**src/rtl/switch_btn_reader.sv**
```systemverilog
// switch_btn_reader: synchronizer and debouncer for the board's slide switches
// and active-low push buttons. It emits clean levels, one-cycle press/release
// and switch-change events, and a "last pressed button" group select.
// Optional build macro: BTN_AUTOREPEAT_EN. When it is defined, a button that
// stays held injects repeated btn_press pulses.
//
// Press FSM states:
//   state  | meaning
//   S_IDLE | no tracked button is held
//   S_HELD | the button at group_sel is held (and is the auto-repeat source)
module switch_btn_reader #(
    parameter int SW_W            = 16,
    parameter int BTN_W           = 4,
    parameter int DEBOUNCE_CYCLES = 250000,
    parameter int REPEAT_DELAY    = 25000000,
    parameter int REPEAT_PERIOD   = 5000000
) (
    input  logic                     clk,
    input  logic                     rst_n,
    input  logic [SW_W-1:0]          sw_raw,
    input  logic [BTN_W-1:0]         btn_raw_n,
    output logic [SW_W-1:0]          sw,
    output logic [BTN_W-1:0]         btn_n,
    output logic [BTN_W-1:0]         btn_press,
    output logic [BTN_W-1:0]         btn_release,
    output logic                     sw_changed,
    output logic [$clog2(BTN_W)-1:0] group_sel,
    output logic                     group_valid
);

    // Switches and buttons share one debounce path. Buttons occupy the top bits.
    localparam int N     = SW_W + BTN_W;
    localparam int CNT_W = $clog2(DEBOUNCE_CYCLES);
    localparam int GS_W  = $clog2(BTN_W);
    localparam logic [N-1:0] IDLE_LVL = {{BTN_W{1'b1}}, {SW_W{1'b0}}};

    typedef enum logic {S_IDLE, S_HELD} state_t;

    if (DEBOUNCE_CYCLES < 2 || REPEAT_DELAY < 1 || REPEAT_PERIOD < 1) begin : g_param_check
        $error("switch_btn_reader: DEBOUNCE_CYCLES must be >= 2 and repeat timings >= 1");
    end

    logic [N-1:0]     raw_all;
    logic [N-1:0]     sync1;
    logic [N-1:0]     sync2;
    logic [N-1:0]     stable;
    logic [N-1:0]     acc;
    logic [CNT_W-1:0] cnt [N];
    logic [BTN_W-1:0] press_acc;
    logic [BTN_W-1:0] release_acc;
    logic             sw_acc;
    logic [BTN_W-1:0] rpt_press;
    state_t           state;

    assign raw_all = {btn_raw_n, sw_raw};
    assign sw      = stable[SW_W-1:0];
    assign btn_n   = stable[N-1:SW_W];

    function automatic logic [GS_W-1:0] lowest_idx(input logic [BTN_W-1:0] v);
        lowest_idx = '0;
        for (int i = BTN_W - 1; i >= 0; i--) begin
            if (v[i]) lowest_idx = GS_W'(i);
        end
    endfunction

    // Two-flop synchronizer, then per-bit run-length counter against the stable level.
    always_ff @(posedge clk) begin
        if (!rst_n) begin
            sync1  <= IDLE_LVL;
            sync2  <= IDLE_LVL;
            stable <= IDLE_LVL;
            for (int i = 0; i < N; i++) cnt[i] <= '0;
        end else begin
            sync1 <= raw_all;
            sync2 <= sync1;
            for (int i = 0; i < N; i++) begin
                if (sync2[i] == stable[i] || acc[i]) cnt[i] <= '0;
                else                                  cnt[i] <= cnt[i] + 1'b1;
                if (acc[i]) stable[i] <= sync2[i];
            end
        end
    end

    // A bit is accepted on the last differing sample of a full stable run.
    always_comb begin
        acc = '0;
        for (int i = 0; i < N; i++) begin
            acc[i] = (sync2[i] != stable[i]) && (cnt[i] == CNT_W'(DEBOUNCE_CYCLES - 1));
        end
    end

    assign press_acc   = acc[N-1:SW_W] &  stable[N-1:SW_W];
    assign release_acc = acc[N-1:SW_W] & ~stable[N-1:SW_W];
    assign sw_acc      = |acc[SW_W-1:0];

    // Event pulses, registered so they line up with the new stable levels.
    always_ff @(posedge clk) begin
        if (!rst_n) begin
            btn_press   <= '0;
            btn_release <= '0;
            sw_changed  <= 1'b0;
        end else begin
            btn_press   <= press_acc | rpt_press;
            btn_release <= release_acc;
            sw_changed  <= sw_acc;
        end
    end

`ifdef BTN_AUTOREPEAT_EN
    localparam int RPT_MAX = (REPEAT_DELAY > REPEAT_PERIOD) ? REPEAT_DELAY : REPEAT_PERIOD;
    localparam int RPT_W   = $clog2(RPT_MAX + 1);

    logic [RPT_W-1:0] hold_cnt;

    // Down-counter hits zero while still held and not being released or re-targeted.
    assign rpt_press = (state == S_HELD && hold_cnt == '0 && !release_acc[group_sel] && !(|press_acc))
                       ? (BTN_W'(1) << group_sel) : '0;
`else
    logic unused_state;

    assign rpt_press    = '0;
    // Without auto-repeat the press-tracking state has no consumer.
    assign unused_state = (state == S_HELD);
`endif

    // Press FSM with group select and (optionally) the hold timer.
    always_ff @(posedge clk) begin
        if (!rst_n) begin
            state       <= S_IDLE;
            group_sel   <= '0;
            group_valid <= 1'b0;
`ifdef BTN_AUTOREPEAT_EN
            hold_cnt    <= '0;
`endif
        end else if (|press_acc) begin
            state       <= S_HELD;
            group_sel   <= lowest_idx(press_acc);
            group_valid <= 1'b1;
`ifdef BTN_AUTOREPEAT_EN
            hold_cnt    <= RPT_W'(REPEAT_DELAY - 1);
`endif
        end else if (state == S_HELD) begin
            if (release_acc[group_sel]) begin
                state <= S_IDLE;
`ifdef BTN_AUTOREPEAT_EN
                hold_cnt <= '0;
`endif
            end
`ifdef BTN_AUTOREPEAT_EN
            else if (hold_cnt == '0) begin
                hold_cnt <= RPT_W'(REPEAT_PERIOD - 1);
            end else begin
                hold_cnt <= hold_cnt - 1'b1;
            end
`endif
        end
    end

endmodule

```
**config.mk**
```make
export PLATFORM = sky130hd
export DESIGN_NAME = switch_btn_reader
export DESIGN_NICKNAME = d
export VERILOG_FILES = /design/src/rtl/switch_btn_reader.sv
export SDC_FILE = /design/constraint.sdc
export NUM_CORES = 1
export LEC_CHECK = 0
export CAP_MARGIN = 20
export CORE_MARGIN = 2
export CORE_UTILIZATION = 51
export CTS_CLUSTER_DIAMETER = 30
export DETAILED_ROUTE_END_ITERATION = 8
export GPL_ROUTABILITY_DRIVEN = 0
export PLACE_DENSITY = 0.75
export SLEW_MARGIN = 25
export SYNTH_ARGS = -nofsm -noshare
export SYNTH_HDL_FRONTEND = slang
export SYNTH_SLANG_ARGS = --single-unit
export TNS_END_PERCENT = 50
```
**constraint.sdc**
```tcl
create_clock -name clk -period 2.82 [get_ports clk]
set_input_delay 0.564 -clock clk [delete_from_list [all_inputs] [get_ports clk]]
set_output_delay 0.564 -clock clk [all_outputs]
set_load 0.02 [all_outputs]
```
==> After elaboration in Yosys (flattened, before gate mapping) <==
Memory sizes are Yosys's and may differ from the RTL's.
Cells that the tools add are included.
{ "word_totals": {"register_bits": 72, "ram_bits": 360, "output_inout_bits": 32, "memories": 1} }
{ "mem_list": {"columns": ["memory", "words", "word_bits", "read_ports", "rd_clocked_by_memory_dff", "wr", "line_no", "source"], "rows": [
  ["cnt", 20, 18, 20, 0, 20, "48", "logic [CNT_W-1:0] cnt [N];"]
]} }
{ "op_classes": {"add_sub_neg": 20, "n_eq_ne": 60, "mux": 165, "bitwise": 43, "n_reduce_logical": 42} }
{ "op_table": {"columns": ["operator", "n"], "rows": [
  ["18-bit two-way mux", 40],
  ["18-bit by 1-bit adder with 18-bit output, second input constant", 20],
  ["18-bit == test, second input constant", 20],
  ["1-bit two-way mux", 121],
  ["1-bit bitwise OR", 40],
  ["1-bit == test", 20],
  ["1-bit logical AND", 20],
  ["1-bit logical OR", 20],
  ["1-bit != test", 20],
  ["16-bit OR reduction", 1],
  ["4-bit AND", 2],
  ["2-bit two-way mux", 4],
  ["4-bit inverter", 1],
  ["4-bit OR reduction", 1]
]} }

==> Longest topological paths before layout <==
Gate-level depths: netlist of run 1.
An unclocked memory read counts as a cell.
{ "depth": {"depth_word": 9, "depth_mapped": 7} }

==> Worst setup path after synthesis of run 1 <==
No wires, ideal clock.
{ "synth_path": {"kind": "reg2reg", "start": "memory cnt[4][59] (netlist bit)", "end": "memory cnt[4][65] (netlist bit) (data pin)", "setup_time_ns": 0.254, "arrival_time_ns": 1.839, "slack_ns": 0.726, "path_stages_with_launch": 7, "n_path_buf": 2, "synth_period_minus_slack_ns": 2.094, "path_cell_list": "edfxtp_1 or4b_1 nor4_1 or3_1 buf_4 buf_4 nor2_1"} }
{ "synth_rtl": {"columns": ["item", "line_no"], "rows": [
  ["start: declaration", "48"]
]} }

==> results by group, run 1 <==
Run status
  – Outcome: completed

Placement
  – Hpwl dp: 28.00 mm
  – Cell total after placement: 2992
  – Port bufs: 53

Logic synthesis
  – Post-Syn Area: 21800 µm²
  – Synth Area per Inst: 10.57 µm²
  – Flops & latches, synth: 432
  – Share of flip-flops with an asynchronous set or reset: 0
  – Synth warn: 0
  – Most used DFF post-synth: edfxtp_1
  – Sequential area share after synthesis: 0.5620
  – Synth Instances: 2063
  – Post-synth EDFFs: 360
  – Yosys cell types: 52

Power
  – P_leak: 9.906 nW
  – Clock network power share: 0.576
  – Peak VDD IR: 0.5712 mV
  – Internal power: around 15 mW
  – Combinational share of power: 0.029
  – Reg power frac: 0.395
  – Net load switching power: 4.036 mW
  – Switch share: 0.2139
  – PwrDens: 685.2 nW/µm²

Clock network
  – Sink Count: 432
  – Clock root buffer: clkbuf_16
  – CTS resizes: 0
  – Num CTS Buffers: just over 90
  – Clock slew at reported path FFs: 50 ps
  – CTS Hold Bufs: 0
  – Clk_lat worst skew: 610 ps
  – Bufs on Longest Clock Path: 3
  – CTS tree: yes
  – CTS H-tree depth: 3
  – Post-CTS Setup Repair Bufs: 0

Final layout
  – Commonest non-fill, non-tap cell in the layout: nor2_1
  – Area grow syn2layout: 26.34%
  – Layout cell share with drive strength beyond 1: 0.07227
  – Final Instance Count excl. Fillers: 3168
  – # diodes: 0
  – Fillers: approximately 3.2k
  – Most frequent cells in the layout: 454 x nor2_1, 360 x edfxtp_1, 360 x conb_1
  – Layout Nets: between 2k and 3k

Drt
  – Vias: 15.90k
  – TritonRoute pass-1 iters: 5
  – Number of remaining DRC errors: 0
  – Vias/cell: 5.018
  – Post-route ant nets: 0
  – Routed length per instance: 12.99 µm
  – Detailed Route Iter0 Violations: 871
  – Post-Route WL: 41.17 mm

Worst setup path
  – Reg2reg start: cnt[1][36]
  – Reg-to-reg endpoint: sw_changed
  – Worst path required time: roughly 3300 ps
  – R2R cell count: 6
  – FF-to-FF setup slack: roughly 360 ps
  – Crit-path max FO: 7
  – Worst EP arrival: 2950 ps
  – Critical path launch point: cnt[1][36]
  – Startpoint types: flip-flop
  – CP Class: flip-flop to flip-flop
  – Worst setup path endpoint: sw_changed
  – Setup crit end kind: flip-flop

Global route
  – GRT Total Usage: 0.1888
  – Pin count of the biggest net entering global routing: 45
  – Vias in the first global route: 15.68k
  – First-pass GRT wire length: 70.04 mm
  – Initial antenna violation count: 0
  – Grt total ovfl: 0

STA
  – Minimum clock period: 2463 ps
  – Worst-Margin Slew: around 780 ps
  – Setup violators final: 0
  – Slew headroom: 0.4759
  – Setup_tns: 0 ps
  – Fin crit share: 0.8733
  – Max frequency: 0.4060 GHz
  – Skew final: about 16 ps
  – Hold Vio Cnt, Final: 0
  – Max-slew violations: 0
  – RSZ-0062 raised after global routing: false

Die
  – Die Height: 210.8 µm
  – DIE AREA: 44420 µm²
  – FP Rows: 75
  – Chip width: 210.8 µm
  – Core ar.: 42040 µm²
  – Top Ports: 54
  – Initial Util: 0.5186

Flow run
  – Max-cap violations: 0

Min path
  – Hold Crit Start: rst_n
  – Hold WC Path Type: input pin to flip-flop
[flip-flops by register name, indices dropped and copies added (netlist names)]
signal       flops
cnt            360
stable          20
sync1           20
sync2           20
btn_press        4
btn_release      4
group_sel        2
group_valid      1
sw_changed       1
[stage by stage]
stage	setup WS, ps	power [mW]	hold slack, ps	area, µm²	util
after floorplan	726.3	7.913	386.3	23150	-
after global placement	404.0	8.063	387.9	24320	0.5785
after detailed placement	371.7	8.091	399.4	24320	0.5785
after CTS	316.9	19.04	373.1	27540	0.6552
after global routing	212.7	19.48	384.3	27540	0.6552
final	357.2	18.87	405.8	27540	0.6552
[logic make-up after synthesis]
family          synth area share
fa+ha+maj                0.01148
xor+xnor                  0.1326
buf+inv                  0.01882
flops                     0.5620
mux                     0.007805
compound gates           0.01377
simple gates              0.2534
other cells            0.0001720
[synthesized netlist by cell type, types with 2 or more instances]
cell type  instances  area (µm²)
ha_1              20       250.2
and4b_1            3       30.03
nor4_1            35       219.0
and2_1            36       225.2
or3_1             17       106.4
o22ai_1            4       25.02
or4b_2             2       20.02
o211ai_1           5       37.54
mux2i_1           17       170.2
edfxtp_1         360       10810
nor3b_1            6       45.04
nand2_1          122       457.9
nand4_1           62       387.9
buf_4              4       30.03
nor4b_1           26       227.7
a21o_1             2       15.01
nor2_1           454        1704
or2_2              6       37.54
nor2b_1            3       18.77
nand4b_1           3       26.28
clkbuf_1          27       101.4
and3_1            40       250.2
nand3_1          153       765.7
o21ai_0           13       65.06
a21oi_1           14       70.07
nor3_1            65       325.3
or4b_1             2       20.02
nand2b_1          15       93.84
or4_1              9       67.56
nor4_2             2       25.02
nor4bb_1          12       120.1
buf_2             10       50.05
nand3b_1          10       75.07
inv_1             61       229.0
xnor2_1          188        1647
xor2_1           142        1244
dfxtp_1           72        1441
a41oi_1            2       17.52
and4_1            26       227.7
[routing by layer]
metal	GRT usage	routed length, µm
met2	0.3267	20190
met4	0.06557	955
met5	0	0
met3	0.05100	2119
met1	0.2276	17910
[power by group through the flow]
stage          combinational [mW]  sequential, mW  clock, mW
2_1_floorplan               0.427            7.49          0
3_3_place_gp                0.515            7.55          0
3_5_place_dp                0.525            7.57          0
4_1_cts                     0.534            7.46       11.0
5_1_grt                     0.632            7.50       11.4
6_report                    0.550            7.46       10.9
[worst min path at each step]
stage | slack [ps] | depth (start not counted) | end
after detailed placement | 400 | 1 | sync2[18]
final | 410 | 3 | stable[17]
after global placement | 390 | 1 | sync2[18]
after floorplan | 390 | 1 | sync2[16]
after global routing | 380 | 3 | stable[18]
after CTS | 370 | 3 | stable[18]
[final cells by class]
type | instances | area [µm²] | area share
Clock inverter | 50 | 574.3 | 0.02085
Sequential cell | 432 | 12250 | 0.4448
Inverter | 61 | 229.0 | 0.008313
Tap cell | 539 | 674.4 | 0.02448
Timing Repair Buffer | 72 | 680.7 | 0.02471
Clock buffer | 126 | 2648 | 0.09612
Multi-Input combinational cell | 1888 | 10490 | 0.3807
[critical path: stages (launching register included)]
cell and delay, ps:
edfxtp_1 390, ha_1 220, nand4_1 310, or4b_2 730, o22ai_1 260, nor4_1 140, a41oi_1 300
(Power assumes the default switching activity.)
==> run 2, diff against run 1 <==
--- a/config.mk
+++ b/config.mk
@@ -5,6 +5,7 @@
 export SDC_FILE = /design/constraint.sdc
 export NUM_CORES = 1
 export LEC_CHECK = 0
+export ABC_AREA = 1
 export CAP_MARGIN = 20
 export CORE_MARGIN = 2
 export CORE_UTILIZATION = 51
==> run 2 against run 1 <==
Clock power increased by 11%. Flip-flop and latch count did not move. Final cell count grew 22%. Clock-buffer cell count shrank 2. Hold slack worse by 53 ps. Combinational power increased by 15%. Register-to-register slack better by 250 ps. Synthesized cell count up 30%. Routed wire length is 13% higher. Setup slack improved by 190 ps. First-iteration DRC count grew 39%. Design area grew 7.0%. Critical endpoint is now sw[10]. Largest cell class unchanged.
==> results by group, run 2 <==
Global route
  – First-pass GRT wire length: 79.77 mm
  – Grt total ovfl: 0
  – Vias in the first global route: 18.36k
  – GRT Total Usage: 0.1992
  – Initial antenna violation count: 0
  – Pin count of the biggest net entering global routing: 25

Logic synthesis
  – Post-Syn Area: around 23000 µm²
  – Most common cell in the netlist: nand2_1
  – Post-synth top cells: 444 x nand2_1, 434 x nor2_1, 364 x inv_1
  – Most used DFF post-synth: edfxtp_1
  – Sequential area share after synthesis: 0.5233
  – Synth area leader: edfxtp_1
  – Share of flip-flops with an asynchronous set or reset: 0
  – Post-synth EDFFs: 360
  – Share of the synthesized area in the top cell type: 0.4617
  – Synth Instances: 2673
  – Synth Area per Inst: 8.759 µm²
  – Yosys cell types: 47
  – Synth warn: 0
  – Synth area leaders: edfxtp_1 46%, nand2_1 7.1%, nor2_1 7.0%, dfxtp_1 6.2%, inv_1 5.8%
  – Flops & latches, synth: 432

Die
  – Die Height: 218.3 µm
  – FP Rows: 78
  – Top Ports: 54
  – Core ar.: roughly 45000 µm²
  – Chip width: 218.3 µm
  – Initial Util: 0.5159
  – DIE AREA: 47640 µm²

Placement
  – Hpwl dp: 32.11 mm
  – Port bufs: 53
  – Cell total after placement: 3657

Worst setup path
  – CP Class: flip-flop to output pin
  – Worst EP arrival: 1710 ps
  – Critical-path top delay cell: clkdlybuf4s50_1
  – Crit-path max FO: 3
  – Delay-heaviest family, CP: buffers and inverters
  – Worst path required time: around 2300 ps
  – Bufs and invs on worst path: 1
  – Startpoint types: flip-flop
  – FF-to-FF setup slack: slightly above 600 ps
  – Cell Chain, Critical Path: clkdlybuf4s50_1
  – Setup crit end kind: output pin
  – Crit path largest cell delay: 650 ps

Power
  – PwrDens: 683.8 nW/µm²
  – Peak VDD IR: 0.5584 mV
  – P_leak: 12.26 nW

Final layout
  – # diodes: 0
  – Most frequent cells in the layout: 444 x nand2_1, 434 x nor2_1, 364 x inv_1
  – Fillers: between 3k and 4k
  – Commonest non-fill, non-tap cell in the layout: nand2_1
  – Area grow syn2layout: 25.89%
  – Layout Nets: 3204
  – Final design utilization: 0.6495
  – Max reg flops: 360
  – Final Instance Count excl. Fillers: 3851
  – Biggest register: cnt
  – Layout cell share with drive strength beyond 1: 0.09935

Drt
  – Detailed Route Iter0 Violations: about 1.2k
  – Met3 wire len: approximately 1.9 mm
  – Uppermost routed layer: met4
  – Vias/cell: 4.892
  – Vias: 18.84k
  – Met2 wire len: 22.87 mm
  – Post-Route WL: 46.44 mm
  – Number of remaining DRC errors: 0
  – Post-route ant nets: 0
  – TritonRoute pass-1 iters: 5
  – WL met1: 20.40 mm
  – Routed length per instance: 12.06 µm

Flow run
  – Max-cap violations: 0

Clock network
  – Clock root buffer: clkbuf_16
  – Clk_lat worst skew: 640 ps
  – CTS H-tree depth: 3
  – Sink Count: 432
  – Clock slew at reported path FFs: about 50 ps
  – CTS Hold Bufs: 0
  – Bufs on Longest Clock Path: 3
  – Num CTS Buffers: between 100 and 150
  – CTS resizes: 0
  – Post-CTS Setup Repair Bufs: 0
  – CTS tree: yes

STA
  – Worst-Margin Slew: 813.2 ps
  – Minimum clock period: around 2300 ps
  – RSZ-0062 raised after global routing: false
  – Hold Vio Cnt, Final: 0
  – Fin crit share: 0.8048
  – Setup violators final: 0
  – Skew final: 33.90 ps
  – Max frequency: 0.4406 GHz
  – Slew headroom: 0.4563
  – Max-slew violations: 0
  – Setup_tns: 0 ps

Min path
  – Hold WC Path Type: input pin to flip-flop

Run status
  – Outcome: completed
==> run 2: cell families after synthesis <==
| family | after synthesis | synth area share |
|---|---|---|
| DFF | 432 | 0.5233 |
| buffers and inverters | 406 | 0.06942 |
| and+or+nand+nor | 1451 | 0.2947 |
| adders and majority gates | 20 | 0.01069 |
| xor gates and xnor gates | 121 | 0.04526 |
| other | 1 | 0.0001602 |
| AOI/OAI and AO/OA | 242 | 0.05654 |
==> run 2: final timing paths <==
path | from | end | cells after the start
setup / recovery | stable[10] | sw[10] | 1
hold / removal | rst_n | stable[18] | 2
setup reg to reg | cnt[0][54] | cnt[0][66] | 8
hold reg to reg | sync1[1] | sync2[1] | 2
==> run 2: area by class of cell <==
| cell class | instances | area, µm² | area share |
|---|---|---|---|
| inverter | 372 | 1396 | 0.04737 |
| clock buffer | 124 | 2813 | 0.09542 |
| timing repair buffer | 59 | 573.1 | 0.01944 |
| clock inverter | 70 | 807.0 | 0.02738 |
| tap | 600 | 750.7 | 0.02547 |
| multi-input combinational | 2194 | 10880 | 0.3693 |
| sequential | 432 | 12250 | 0.4157 |
==> run 2: report_power, final <==
group	total (mW)	switching [mW]	leakage [nW]	internal [mW]
combinational	0.630	0.426	6.20	0.204
sequential	7.42	0.236	4.30	7.19
clock	12.1	3.67	1.75	8.43
==> run 2: per-stage QoR <==
stage	cell area [µm²]	hold slack (ps)	setup WS, ps	total power, mW
finish	29480	353.3	550.6	20.16
global route	29480	323.0	362.8	20.84
CTS	29480	304.9	492.5	20.35
detailed placement	25860	401.2	641.2	8.131
global placement	25860	394.0	711.5	8.098
floorplan	24760	390.5	1160	7.954
==> run 2: metal layers <==
| metal | vias to the layer above | GRT usage |
|---|---|---|
| met5 | - | 0 |
| met4 | 0 | 0.08141 |
| met3 | 108 | 0.04245 |
| met2 | 356 | 0.3436 |
| met1 | 8731 | 0.2422 |
| li1 | 9646 | - |
==> run 3, diff against run 2 <==
--- a/config.mk
+++ b/config.mk
@@ -12,7 +12,7 @@
 export CTS_CLUSTER_DIAMETER = 30
 export DETAILED_ROUTE_END_ITERATION = 8
 export GPL_ROUTABILITY_DRIVEN = 0
-export PLACE_DENSITY = 0.75
+export PLACE_DENSITY = 0.77
 export SLEW_MARGIN = 25
 export SYNTH_ARGS = -nofsm -noshare
 export SYNTH_HDL_FRONTEND = slang
==> constraint.sdc (replaced) <==
create_clock -name clk -period 2 [get_ports clk]
set_input_delay 0.4 -clock clk [delete_from_list [all_inputs] [get_ports clk]]
set_output_delay 0.4 -clock clk [all_outputs]
set_load 0.02 [all_outputs]
==> run 3 against run 2 <==
Sequential power up 42%. Non-clock buffer count increased by 39. Total power rose by 34%. Combinational power increased by 52%. Highest routed layer is now met5.
==> results by group, run 3 (synthesized netlist as in run 2, its figures left out) <==
Run status
  – Outcome: completed

STA
  – Fin crit share: 0.9810
  – Setup WS post-layout: around 38 ps
  – Setup_tns: 0 ps
  – Hold slack final: 146.9 ps
  – Max-slew violations: 0
  – Worst-Margin Slew: between 500 and 600 ps
  – Max frequency: a little over 0.5 GHz
  – Skew final: 26.25 ps
  – Slew headroom: 0.6508
  – Hold Vio Cnt, Final: 0
  – Minimum clock period: a little under 2000 ps
  – Setup violators final: 0

Clock network
  – CTS H-tree depth: 3
  – Clock slew at reported path FFs: approximately 50 ps
  – Sink Count: 432
  – Clock root buffer: clkbuf_16
  – Num CTS Buffers: 99
  – Clk_lat worst skew: approximately 620 ps
  – Bufs on Longest Clock Path: 3
  – CTS tree: yes
  – CTS Hold Bufs: 0

Die
  – Die Height: 218.3 µm
  – Initial Util: 0.5159
  – DIE AREA: 47640 µm²
  – Chip width: between 200 and 250 µm
  – FP Rows: 78
  – Top Ports: 54
  – Core ar.: between 40000 and 50000 µm²

Worst setup path
  – Worst EP arrival: between 1500 and 2000 ps
  – Bufs and invs on worst path: 1
  – Worst path required time: 1600 ps
  – Setup crit end kind: output pin
  – Reg-to-reg endpoint: cnt[2][52]
  – WP depth: 1
  – Worst setup path endpoint: group_sel[0]
  – R2R cell count: 9
  – Delay-heaviest family, CP: buffers and inverters
  – Crit-path max FO: 2
  – FF-to-FF setup slack: 130 ps
  – CP Class: flip-flop to output pin
  – Reg2reg start: cnt[2][36]
  – Cell Chain, Critical Path: clkdlybuf4s50_1
  – Critical path launch point: group_sel[0]
  – Startpoint types: flip-flop
  – Critical-path top delay cell: clkdlybuf4s50_1
  – Crit path largest cell delay: 610 ps

Placement
  – Port bufs: 53
  – Hpwl dp: 32.90 mm
  – Pre-CTS setup slack: 46.17 ps

Power
  – Switch share: 0.2263
  – P_leak: 12.41 nW
  – Reg power frac: 0.388
  – Peak VDD IR: 0.8272 mV
  – PwrDens: 911.1 nW/µm²
  – Internal power: 20.89 mW
  – Design Power: 27.00 mW
  – Clock network power share: 0.577
  – Net load switching power: around 6.1 mW
  – Combinational share of power: 0.035

Global route
  – Initial antenna violation count: 1
  – First-pass GRT wire length: slightly above 80 mm
  – Grt total ovfl: 0
  – GRT Total Usage: 0.2005
  – Pin count of the biggest net entering global routing: 25
  – Vias in the first global route: roughly 19k

Final layout
  – Layout Nets: 3241
  – Layout cell share with drive strength beyond 1: 0.1123
  – Max reg flops: 360
  – Biggest register: cnt
  – Final design utilization: 0.6530
  – # diodes: 0
  – Commonest non-fill, non-tap cell in the layout: nand2_1
  – Area grow syn2layout: 26.56%
  – Most frequent cells in the layout: 440 x nand2_1, 432 x nor2_1, 364 x inv_1

Drt
  – Post-Route WL: 47.84 mm
  – Number of remaining DRC errors: 0
  – Vias/cell: approximately 4.9
  – Post-route ant nets: 0
  – Routed length per instance: roughly 12 µm
  – TritonRoute pass-1 iters: 6
  – Detailed Route Iter0 Violations: 1154
  – Vias: 19.17k

Min path
  – Hold WC Path Type: input pin to flip-flop
  – Hold path cells: 2

Flow run
  – Max-cap violations: 0
run 3: cell types whose count changed in the layout (fill, tap and decap cells not counted), moves of 13 or more:
cell	change
nand3_4	+13
dlygate4sd2_1	+21
clkdlybuf4s50_1	-22
buf_4	+37
run 3: what timing repair did:
item / 4_1_cts / 5_1_grt
setup buffers: 0 / 18
endpoints found under the setup margin: 21 / 166
endpoints found under the hold margin: 0 / 0
pin swaps: 0 / 5
resized for setup: 21 / 32
gates cloned: 0 / 2
run 3: area by class of cell:
class                      instances  area (µm²)
fill                            3577       15750
clock inverter                    62       601.8
inverter                         372        1396
multi-input combinational       2196       11080
tap                              600       750.7
sequential                       432       12250
timing repair buffer              98       858.3
clock buffer                     126        2690
run 3: how the worst min path moves through the flow:
stage / from / endpoint / slack, ps
finish: rst_n / stable[18] / 150
floorplan: sync1[0] / sync2[0] / 390
detailed placement: sync1[10] / sync2[10] / 400
global placement: sync1[17] / sync2[17] / 390
global route: rst_n / stable[18] / 130
CTS: rst_n / stable[18] / 80
run 3: layer usage:
layer	part of all wire	wire, µm	global-route usage	up-vias
met5	0.00017	8	0	-
met4	0.029	1401	0.08231	2
met3	0.047	2251	0.04746	123
met2	0.50	23960	0.3571	422
met1	0.42	20220	0.2309	8906
li1	-	-	-	9719
run 3: metrics by stage:
stage | std cells | instance area, µm²
2_1_floorplan | 3032 | 24760
6_report | 3886 | 29630
5_1_grt | 3886 | 29630
3_5_place_dp | 3678 | 26030
4_1_cts | 3866 | 29290
3_3_place_gp | 3678 | 26030
run 3: power groups by stage:
stage / logic (mW) / clock network [mW] / registers [mW]
floorplan: 0.700 / 0 / 10.5
global placement: 0.850 / 0 / 10.6
detailed placement: 0.880 / 0 / 10.6
CTS: 0.895 / 15.9 / 10.5
global route: 1.10 / 16.3 / 10.5
finish: 0.957 / 15.6 / 10.5
